`src/rtl/ifetch_unit.sv`:
```
// Single-issue instruction fetch: PC register, registered output stage and a one-entry skid buffer.
// Optional misaligned-redirect trap is enabled by defining IFETCH_MISALIGN_TRAP_EN.
module ifetch_unit #(
  parameter logic [31:0] RESET_PC = 32'h0000_0000,
  parameter int          AW       = 10
) (
  input  logic          clka,
  input  logic          rst_n,
  output logic          iram_ena,
  output logic [AW-1:0] iram_addra,
  input  logic [31:0]   iram_douta,
  input  logic          id_ready,
  input  logic          redirect,
  input  logic [31:0]   redirect_pc,
  output logic          if_valid,
  output logic [31:0]   if_instr,
  output logic [31:0]   if_pc
`ifdef IFETCH_MISALIGN_TRAP_EN
  ,
  output logic          if_misalign
`endif
);

  typedef enum logic [1:0] {RUN, HOLD, FLUSH} state_t;
  typedef struct packed {
    logic [31:0] pc;
    logic [31:0] instr;
  } fetch_t;

  state_t      state_q, state_d;
  logic [31:0] pc_q, tgt, inflight_pc;
  logic        inflight, skid_vld, landing, stall, trap;
  fetch_t      skid_q, land;

`ifdef IFETCH_MISALIGN_TRAP_EN
  logic misalign_q;
  assign tgt         = redirect_pc;
  assign trap        = misalign_q;
  assign if_misalign = misalign_q;

  // Trap sticks until the next redirect; an aligned redirect clears it.
  always_ff @(posedge clka or negedge rst_n) begin
    if (!rst_n)        misalign_q <= 1'b0;
    else if (redirect) misalign_q <= |redirect_pc[1:0];
  end
`else
  assign tgt  = redirect_pc & 32'hFFFF_FFFC;
  assign trap = 1'b0;
`endif

  assign iram_addra = pc_q[AW+1:2];
  assign landing    = inflight && (state_q != FLUSH);
  assign stall      = if_valid && !id_ready;
  assign land       = {inflight_pc, iram_douta};

  // Never issue a read whose data could arrive while the skid entry is occupied.
  assign iram_ena = rst_n && (state_q != HOLD) && !skid_vld && !(landing && stall) && !trap;

  always_comb begin
    state_d = state_q;
    if (redirect) state_d = FLUSH;
    else begin
      case (state_q)
        RUN, FLUSH: state_d = (landing && stall) ? HOLD : RUN;
        HOLD:       if (id_ready) state_d = RUN;
        default:    state_d = RUN;
      endcase
    end
  end

  always_ff @(posedge clka or negedge rst_n) begin
    if (!rst_n) begin
      state_q     <= RUN;
      pc_q        <= RESET_PC;
      inflight    <= 1'b0;
      inflight_pc <= 32'h0;
      skid_vld    <= 1'b0;
      skid_q      <= '0;
      if_valid    <= 1'b0;
      if_instr    <= 32'h0;
      if_pc       <= 32'h0;
    end else begin
      state_q <= state_d;
      if (redirect) begin
        pc_q     <= tgt;
        inflight <= 1'b0;
        skid_vld <= 1'b0;
        if_valid <= 1'b0;
      end else begin
        inflight <= iram_ena;
        if (iram_ena) begin
          pc_q        <= pc_q + 32'd4;
          inflight_pc <= pc_q;
        end
        if (skid_vld) begin
          if (id_ready) begin
            if_pc    <= skid_q.pc;
            if_instr <= skid_q.instr;
            skid_vld <= 1'b0;
          end
        end else if (landing) begin
          if (stall) begin
            skid_q   <= land;
            skid_vld <= 1'b1;
          end else begin
            if_pc    <= land.pc;
            if_instr <= land.instr;
            if_valid <= 1'b1;
          end
        end else if (!stall) begin
          if_valid <= 1'b0;
        end
      end
    end
  end

endmodule
```
`config.mk`:
```
export PLATFORM = sky130hd
export DESIGN_NAME = ifetch_unit
export DESIGN_NICKNAME = d
export VERILOG_FILES = /design/src/rtl/ifetch_unit.sv
export SDC_FILE = /design/constraint.sdc
export NUM_CORES = 1
export LEC_CHECK = 0
export BUFFER_PORTS_ARGS = -buffer_cell sky130_fd_sc_hd__buf_4
export CAP_MARGIN = 10
export CORE_ASPECT_RATIO = 1.1
export CORE_MARGIN = 10
export CORE_UTILIZATION = 45
export CTS_CLUSTER_DIAMETER = 200
export CTS_CLUSTER_SIZE = 25
export DETAILED_ROUTE_END_ITERATION = 8
export PLACE_DENSITY = 0.62
export SETUP_SLACK_MARGIN = 0.15
export SLEW_MARGIN = 10
export SYNTH_ARGS = -nofsm -noshare
export SYNTH_HDL_FRONTEND = slang
export SYNTH_SLANG_ARGS = --single-unit
```
`constraint.sdc`:
```
create_clock -name clka -period 3.4 [get_ports clka]
set_input_delay 0.17 -clock clka [delete_from_list [all_inputs] [get_ports clka]]
set_output_delay 0.17 -clock clka [all_outputs]
set_load 0.02 [all_outputs]
```
==> results.json, run 1 <==
{
  "rsz0062_at_grt": "false",
  "crit_path_end_kind": "register",
  "reg2reg_depth": 6,
  "clock_skew_ns": 0.00784,
  "synth_common_cells": "dfrtp_1, nor2_1, mux2_1",
  "critPathLaunchType": "register",
  "finalNetCount": 965,
  "cts_max_level": 4,
  "path_common_cell": "nor2_1",
  "gp_congestion": 0.780,
  "grt_max_degree": 78,
  "wl_per_cell_um": 16.9,
  "hold_violations": 0,
  "critical_path.endpoint": "if_instr[24]",
  "crit_path_max_fanout": 76,
  "fin_setup_tns_ns": 0,
  "pre_cts_slack_ns": 0.968,
  "setup_slack_ns": 1.01,
  "clkSinkCount": 189,
  "cpMaxStageDelayCell": "o221a_4",
  "grt_pass1_vias": 6502,
  "die_h_um": 163,
  "ir_drop_uv": 347,
  "yosysWarnings": 0,
  "areaGrowthSynthToFinish_pct": 28.7,
  "cts_tree": "built",
  "drtAntennaViolNets": 0,
  "synth.avg_cell_area_um2": 11.6,
  "criticalPathCategory": "reg2reg",
  "post-route-util_pct": 58.9,
  "grt_pass1_wl_um": 32800,
  "setup_viol": 0,
  "grt-ovfl-total": 0,
  "die_x_um": 150,
  "via_per_inst": 5.26,
  "drc": 0,
  "synth_area_leader_cell": "dfrtp_1",
  "cp.required_ns": 3.74,
  "clock_path_buffers": 2,
  "synth-edff-count": 0,
  "crit_start": "state_q[1]",
  "dp_cells": 1061,
  "ys_ff_latch": 189,
  "finalPower_mw": 6.29,
  "fin_crit_sh_pct": 70.2,
  "clkLatencyLatePin_ns": 0.43,
  "fin_cells": 1152,
  "syn_inst": 727,
  "cts-buffers-inserted": 17,
  "dieArea_um2": 24500,
  "critPathMaxStageDelay_ns": 0.76,
  "drt_pass1_iterations": 4,
  "max_slew_margin_pct": 25.1,
  "n_antenna_cell": 0,
  "start_util_pct": 45.8,
  "placed_cell_area_um2": 9570,
  "holdWs_ns": 0.0163,
  "power.density_nw_per_um2": 582,
  "synth_ff_type": "dfrtp_1",
  "track_usage_pct": 16.4,
  "rr_endpoint": "if_instr[24]",
  "maxCapViolations": 0,
  "netlist_area_um2": 8400,
  "r2r_start": "state_q[1]",
  "fp-row-count": 52,
  "antenna_found_initial": 0,
  "path_cells": "nor2b_1, nor2_1, o221a_4, buf_4, nor2_1, a21oi_1",
  "yosysTopAreaCellShare_pct": 56.3,
  "drive_above_1_share_pct": 23.2,
  "slew_viol_final": 0,
  "dp_hpwl_um": 13000,
  "reg2reg_slack_ns": 1.01,
  "yosys-top-cells-area": "dfrtp_1, mux2_1, mux2i_1",
  "fmax_ghz": 0.419,
  "yosysMostFrequentCell": "dfrtp_1",
  "min_path_type": "in2reg",
  "layout_min_cycle_time_ns": 2.39,
  "ys_seq_area_share_pct": 56.3,
  "first_iter_violations": 366,
  "ys_types": 44,
  "vias": 6065,
  "stdcell_area_um2": 10800,
  "coreArea_um2": 18300,
  "clkTransAtPathRegs_ns": 0.07,
  "synthArstFlopShare_pct": 100,
  "status": "finished, final reports clean",
  "worst_pin_slew_ns": 1.12,
  "cp.arrival_ns": 2.73,
  "io_pins": 144,
  "cts_root_buf": "clkbuf_16",
  "p_leak_nw": 4.79,
  "drt-total-wl_um": 19500,
  "port_buffers": 139
}
[how the worst min path moves through the flow]
stage	cells after the start	startpoint	end	slack [ns]
finish	3	redirect_pc[25]	pc_q[25]	0.02
global route	3	redirect_pc[31]	pc_q[31]	0.01
CTS	3	redirect_pc[25]	pc_q[25]	0.002
detailed placement	3	redirect_pc[5]	pc_q[5]	0.39
global placement	3	redirect_pc[3]	pc_q[3]	0.38
floorplan	0	rst_n	if_instr[0]	-0.13
[flip-flops by register name, indices dropped and copies added, names as in the netlist]
name,cells
skid_q,62
if_instr,32
if_pc,30
inflight_pc,30
pc_q,30
state_q,2
if_valid,1
inflight,1
skid_vld,1
[metal layers]
layer | GRT usage (%) | vias up | part of all wire [%]
li1 | - | 2882 | -
met1 | 21.4 | 2968 | 45
met2 | 26.1 | 188 | 47
met3 | 4.23 | 27 | 6.2
met4 | 5.48 | 0 | 1.7
met5 | 0 | - | 0
[report_power, final]
group	switching, mW	internal [mW]
Clock	0.849	1.30
Sequential	0.255	2.60
Combinational	0.688	0.602
Total	1.79	4.50
[cell type report]
cell class | instances | area [um^2]
Inverter | 9 | 33.8
Clock buffer | 20 | 467
Sequential cell | 189 | 4730
Tap cell | 243 | 304
Fill cell | 1549 | 7540
Multi-Input combinational cell | 471 | 3370
Clock inverter | 12 | 184
Timing Repair Buffer | 208 | 1720
[logic make-up (layout without fill, tap and decap cells)]
kind of cell / after synthesis / count (layout) / share of synthesized area [%]
flip-flops: 189 / 189 / 56.3
AND/OR/NAND/NOR: 189 / 189 / 10.6
multiplexers: 161 / 161 / 20.6
AO/OA/AOI/OAI: 100 / 100 / 6.72
buffers and inverters: 68 / 249 / 3.77
XOR/XNOR: 18 / 18 / 1.88
adder cells (fa/ha/maj): 1 / 1 / 0.149
other: 1 / 2 / 0.0446
[worst max-delay path: cells and delay by family, from the launching register on]
kind | cells | cell delay [ns]
DFF | 1 | 0.37
AOI/OAI and AO/OA | 2 | 0.93
and+or+nand+nor | 3 | 0.40
buffers and inverters | 1 | 0.55
[timing repair]
action | 4_1_cts | 5_1_grt
setup buffers | 0 | 0
hold buffers | 59 | 0
gates resized for setup | 0 | 0
hold endpoints to repair | 113 | 0
setup endpoints to repair | 0 | 0
[placed cells by master (no fill, tap or decap), types with 7 or more instances in the layout]
cell type and count:
dlygate4sd3_1 59, a22oi_1 7, o21ai_1 18, mux2_2 21, nand2_1 40, xnor2_1 16
nor2_1 76, mux2i_1 68, clkbuf_16 17, nor2b_1 8, dfrtp_1 188, nor3_1 12
a21oi_1 64, buf_4 148, nand3_1 9, mux2_1 72, nor4_1 11, nand4_1 12
Note: power is estimated with default switching activity, not from simulation.
==> inputs of run 2 (changes only) <==
Settings changed: ABC_AREA set to 1, PLACE_DENSITY 0.62 to 0.64.
Clock period 3.4 ns to 2.1 ns, I/O delays scaled along.
==> run 2 against run 1 <==
Compared with the run above:
- largest power group unchanged
- clock power increased by 56%
- largest cell class unchanged
- via count increased by 19%
- final cell count increased by 32%
- hold slack improved by 0.019 ns
- sequential cell count unchanged
- total power increased by 60%
==> results.json, run 2 <==
{
  "clkTransAtPathRegs_ns": 0.06,
  "fin_cells": 1526,
  "synth_area_leader_cell": "dfrtp_1",
  "fp-row-count": 55,
  "via_per_inst": 4.71,
  "slew_viol_final": 0,
  "grt-ovfl-total": 0,
  "clock_skew_ns": 0.00900,
  "maxCapViolations": 0,
  "crit_path_max_fanout": 14,
  "multi_input_area_um2": 3630,
  "placed_cell_area_um2": 10400,
  "io_pins": 144,
  "min_path_type": "in2reg",
  "vias": 7192,
  "rsz0062_at_grt": "true",
  "coreArea_um2": 20400,
  "start_util_pct": 45.5,
  "synth_ff_type": "dfrtp_1",
  "gp_congestion": 0.822,
  "criticalPathCategory": "reg2out",
  "ys_ff_latch": 189,
  "wl_per_cell_um": 13.8,
  "largestRegisters": "skid_q (62), if_instr (32)",
  "largest_reg_flops": 62,
  "final.fill_count": 1886,
  "cp.arrival_ns": 1.75,
  "ys_seq_area_share_pct": 50.9,
  "layout_common_cells": "nand2_1, dfrtp_1, buf_4, nor2_1, inv_1",
  "layout_min_cycle_time_ns": 1.85,
  "grt_pass1_wl_um": 35700,
  "p_leak_nw": 5.38,
  "cts-buffers-inserted": 17,
  "hold_violations": 0,
  "synth-edff-count": 0,
  "regMostFlops": "skid_q",
  "port_buffers": 139,
  "cts_tree": "built",
  "max_slew_margin_pct": 51.0,
  "worst_pin_slew_ns": 0.734,
  "grt_pass1_vias": 7037,
  "post-route-util_pct": 57.0,
  "fmax_ghz": 0.539,
  "fin_crit_sh_pct": 88.3,
  "cp.required_ns": 2.00,
  "n_antenna_cell": 0,
  "drtAntennaViolNets": 0,
  "status": "finished, final reports clean",
  "die_h_um": 171,
  "reg2reg_depth": 8,
  "first_iter_violations": 399,
  "reg2reg_slack_ns": 0.33,
  "drc": 0,
  "drt-total-wl_um": 21100,
  "synth_common_cells": "nand2_1, dfrtp_1, nor2_1",
  "yosysTopAreaCellShare_pct": 50.9,
  "synth.avg_cell_area_um2": 8.54,
  "drive_above_1_share_pct": 20.5,
  "yosysWarnings": 0,
  "netlist_area_um2": 9290,
  "cts_max_level": 4,
  "clkLatencyLatePin_ns": 0.42,
  "setup_viol": 0,
  "areaGrowthSynthToFinish_pct": 25.5,
  "fin_setup_tns_ns": 0,
  "clkSinkCount": 189,
  "synthArstFlopShare_pct": 100,
  "clock_path_buffers": 2,
  "syn_inst": 1088,
  "cts_root_buf": "clkbuf_16",
  "min_path_cells": 5,
  "holdWs_ns": 0.0351,
  "ir_drop_uv": 578,
  "yosysMostFrequentCell": "nand2_1",
  "dp_hpwl_um": 14300,
  "ys_types": 38,
  "seq_area_um2": 4730,
  "critPathLaunchType": "register",
  "dp_cells": 1430,
  "track_usage_pct": 16.2,
  "die_x_um": 157,
  "yosys-top-cells-area": "dfrtp_1, nand2_1, a21oi_2",
  "dieArea_um2": 26800,
  "finalNetCount": 1326,
  "power.density_nw_per_um2": 864,
  "post_cts.repair.setup_buffers": 0,
  "final_common_cell": "nand2_1",
  "grt_max_degree": 126,
  "stdcell_area_um2": 11700,
  "antenna_found_initial": 0,
  "crit_path_end_kind": "primary output",
  "drt_pass1_iterations": 5
}
-- run 2: cell count changes after synthesis, sizes merged, moves of 62 or more --
cell | before | now
mux2 | 93 | 0
o21a | 1 | 63
mux2i | 68 | 0
o21ai | 19 | 94
nand2 | 41 | 267
inv | 7 | 117
-- run 2: cell families (layout without fill, tap and decap cells) --
| family | count (synthesis) | in the layout | synth area share [%] |
|---|---|---|---|
| AND/OR/NAND/NOR | 459 | 459 | 20.3 |
| flip-flops | 189 | 189 | 50.9 |
| other | 1 | 2 | 0.0404 |
| buffers and inverters | 186 | 367 | 10.1 |
| AO/OA/AOI/OAI | 242 | 242 | 17.6 |
| XOR/XNOR | 10 | 10 | 0.943 |
| adder cells (fa/ha/maj) | 1 | 1 | 0.135 |
-- run 2: layout make-up --
cell class	instances	share of cell area, %
Clock buffer	23	4.19
Multi-Input combinational cell	714	31.2
Clock inverter	9	1.14
Sequential cell	189	40.6
Tap cell	256	2.75
Inverter	118	3.91
Timing Repair Buffer	217	16.3
-- run 2: what timing repair did --
item / 4_1_cts / 5_1_grt
setup endpoints to repair: 0 / 2
hold buffers: 64 / 0
gates resized for setup: 0 / 2
endpoints found under the hold margin: 91 / 0
-- run 2: worst max-delay path, stage by stage, from the launching register on --
cell and delay (ns):
dfrtp_1 0.39, inv_1 0.07, nor2_2 0.14, nand3_1 0.16
nand2_1 0.12, buf_4 0.22, inv_1 0.06, buf_4 0.16
-- run 2: per-stage QoR --
step / total power, mW / worst slack [ns]
CTS: 10.2 / 0.198
detailed placement: 6.72 / 0.299
global placement: 6.68 / 0.368
global route: 10.6 / 0.139
floorplan: 5.80 / 0.525
finish: 10.1 / 0.246
-- run 2: path summary, 6_finish.rpt --
path,startpoint,endpoint
min in group asynchronous,rst_n,pc_q[8]
max in group asynchronous,rst_n,skid_q[20]
max,if_valid,iram_ena
max reg2reg,pc_q[3],pc_q[28]
min,redirect_pc[14],pc_q[14]
min reg2reg,skid_q[35],skid_q[35]
-- run 2: metal layers --
metal	global-route usage [%]	wire, um	up-vias	part of all wire (%)
li1	-	-	3794	-
met1	22.3	10200	3241	48
met2	25.3	9770	142	46
met3	2.91	887	15	4.2
met4	5.00	263	0	1.2
met5	0	0	-	0
-- run 2: power by group --
part,total [mW],internal [mW],switching (mW)
logic,2.28,0.991,1.29
registers,4.44,4.14,0.302
clock network,3.36,2.01,1.35
==> inputs of run 3 (changes only) <==
Settings changed: PLACE_DENSITY 0.64 to 0.62.
Clock period 2.1 ns to 2 ns, I/O delays scaled along.
==> run 3 against run 2 <==
Compared with the run above:
- routed wire length rose by 2.9%
- highest routed layer unchanged
- critical path depth unchanged
- largest power group unchanged
- final cell count increased by 0.33%
- non-clock buffer count grew 5
- worst setup slack lost 0.0098 ns
==> results.json, run 3 (synthesized netlist as in run 2, its figures left out) <==
{
  "cp_top_family": "flip-flops",
  "cts_tree": "built",
  "die_h_um": 171,
  "maxCapViolations": 0,
  "r2r_start": "pc_q[2]",
  "track_usage_pct": 16.6,
  "finalPower_mw": 10.6,
  "power.density_nw_per_um2": 904,
  "clock_path_buffers": 2,
  "clkSinkCount": 189,
  "ir_drop_uv": 618,
  "crit_path_max_fanout": 14,
  "final_common_cell": "nand2_1",
  "dieArea_um2": 26800,
  "status": "finished, final reports clean",
  "first_iter_violations": 461,
  "layout_common_cells": "nand2_1, dfrtp_1, buf_4, nor2_1, inv_1",
  "clock_skew_ns": 0.00730,
  "fp-row-count": 55,
  "multi_input_area_um2": 3660,
  "drt_pass1_iterations": 5,
  "n_antenna_cell": 0,
  "worst_pin_slew_ns": 0.854,
  "vias": 7302,
  "regMostFlops": "skid_q",
  "via_per_inst": 4.77,
  "post_cts.repair.setup_buffers": 0,
  "die_x_um": 157,
  "io_pins": 144,
  "cts-buffers-inserted": 17,
  "drtAntennaViolNets": 0,
  "post-route-util_pct": 57.4,
  "cp.required_ns": 1.90,
  "dp_hpwl_um": 14700,
  "path_cells": "inv_1, nand2_1, nor2_2, nand2_1, buf_6, inv_1, buf_4",
  "cts_max_level": 4,
  "fin_crit_sh_pct": 88.2,
  "clkLatencyLatePin_ns": 0.43,
  "start_util_pct": 45.5,
  "grt-ovfl-total": 0,
  "min_path_cells": 5,
  "fmax_ghz": 0.567,
  "crit_path_end_kind": "primary output",
  "largestRegisters": "skid_q (62), if_instr (32)",
  "final.fill_count": 1920,
  "grt_max_degree": 157,
  "cpMaxStageDelayCell": "dfrtp_4",
  "reg2reg_depth": 9,
  "critPathLaunchType": "register",
  "min_path_type": "in2reg",
  "hold_end": "pc_q[14]",
  "drive_above_1_share_pct": 21.5,
  "hold_violations": 0,
  "wl_per_cell_um": 14.2,
  "finalNetCount": 1331,
  "seq_area_um2": 4730,
  "fin_setup_tns_ns": 0,
  "rr_endpoint": "pc_q[20]",
  "hp-start": "redirect_pc[14]",
  "port_buffers": 139,
  "criticalPathCategory": "reg2out",
  "clkTransAtPathRegs_ns": 0.07,
  "largest_reg_flops": 62,
  "cp.arrival_ns": 1.66,
  "setup_viol": 0,
  "antenna_found_initial": 0,
  "cts_root_buf": "clkbuf_16",
  "max_slew_margin_pct": 43.1,
  "p_leak_nw": 5.40,
  "layout_min_cycle_time_ns": 1.76,
  "path_buf_inv": 4,
  "drt-total-wl_um": 21700,
  "grt_pass1_vias": 7156,
  "slew_viol_final": 0,
  "areaGrowthSynthToFinish_pct": 26.2,
  "critPathMaxStageDelay_ns": 0.50,
  "coreArea_um2": 20400,
  "gp_congestion": 0.879,
  "reg2reg_slack_ns": 0.34,
  "drc": 0,
  "rsz0062_at_grt": "false",
  "grt_pass1_wl_um": 36200
}
[run 3: cell types whose count changed in the layout (fill, tap and decap cells not counted), sizes merged]
cell      change
buf           +5
clkbuf        -4
inv           +2
clkinv        +1
clkinvlp      +1
[run 3: power by group]
group / switching (mW) / internal [mW]
registers: 0.315 / 4.34
clock network: 1.49 / 2.04
logic: 1.37 / 1.05
[run 3: layout make-up]
| class | count | share of cell area [%] |
|---|---|---|
| inverters | 118 | 3.88 |
| clock inverters | 13 | 1.39 |
| flip-flops and latches | 189 | 40.4 |
| clock buffers | 19 | 3.86 |
| repair buffers | 222 | 16.6 |
| multi-input cells | 714 | 31.2 |
| well taps | 256 | 2.73 |
[run 3: timing repair]
action,in CTS,in global routing
hold endpoints to repair,253,0
pin swaps,0,0
hold buffers,64,0
gates resized for setup,2,11
endpoints found under the setup margin,1,21
[run 3: metal layers]
metal,vias to the layer above,wire [um],GRT usage [%]
met2,145,9970,25.5
met3,22,845,3.21
met4,0,390,5.61
met1,3335,10500,23.0
met5,-,0,0
li1,3800,-,-
[run 3: worst max path at each step]
| stage | from | depth (start not counted) | slack [ns] | end |
|---|---|---|---|---|
| finish | skid_vld | 7 | 0.24 | iram_ena |
| global route | skid_vld | 7 | 0.15 | iram_ena |
| CTS | if_valid | 7 | 0.18 | iram_ena |
| detailed placement | pc_q[3] | 8 | 0.23 | pc_q[28] |
| global placement | pc_q[3] | 8 | 0.27 | pc_q[28] |
| floorplan | if_valid | 8 | 0.43 | if_instr[0] |
[run 3: tightest hold or removal path: cells and delay by family]
family / cells / cell delay, ns
AOI/OAI and AO/OA: 2 / 0.13
buffers and inverters: 2 / 0.11
and+or+nand+nor: 1 / 0.06
[run 3: through the flow]
| stage | cell area (um^2) | hold WS, ns | cells | setup slack [ns] |
|---|---|---|---|---|
| after CTS | 11700 | 0.00478 | 1531 | 0.184 |
| after global placement | 10400 | 0.220 | 1435 | 0.265 |
| after detailed placement | 10400 | 0.215 | 1435 | 0.226 |
| final | 11700 | 0.0170 | 1531 | 0.236 |
| after global routing | 11700 | 0.0494 | 1531 | 0.152 |
| after floorplan | 9300 | -0.196 | 1089 | 0.425 |
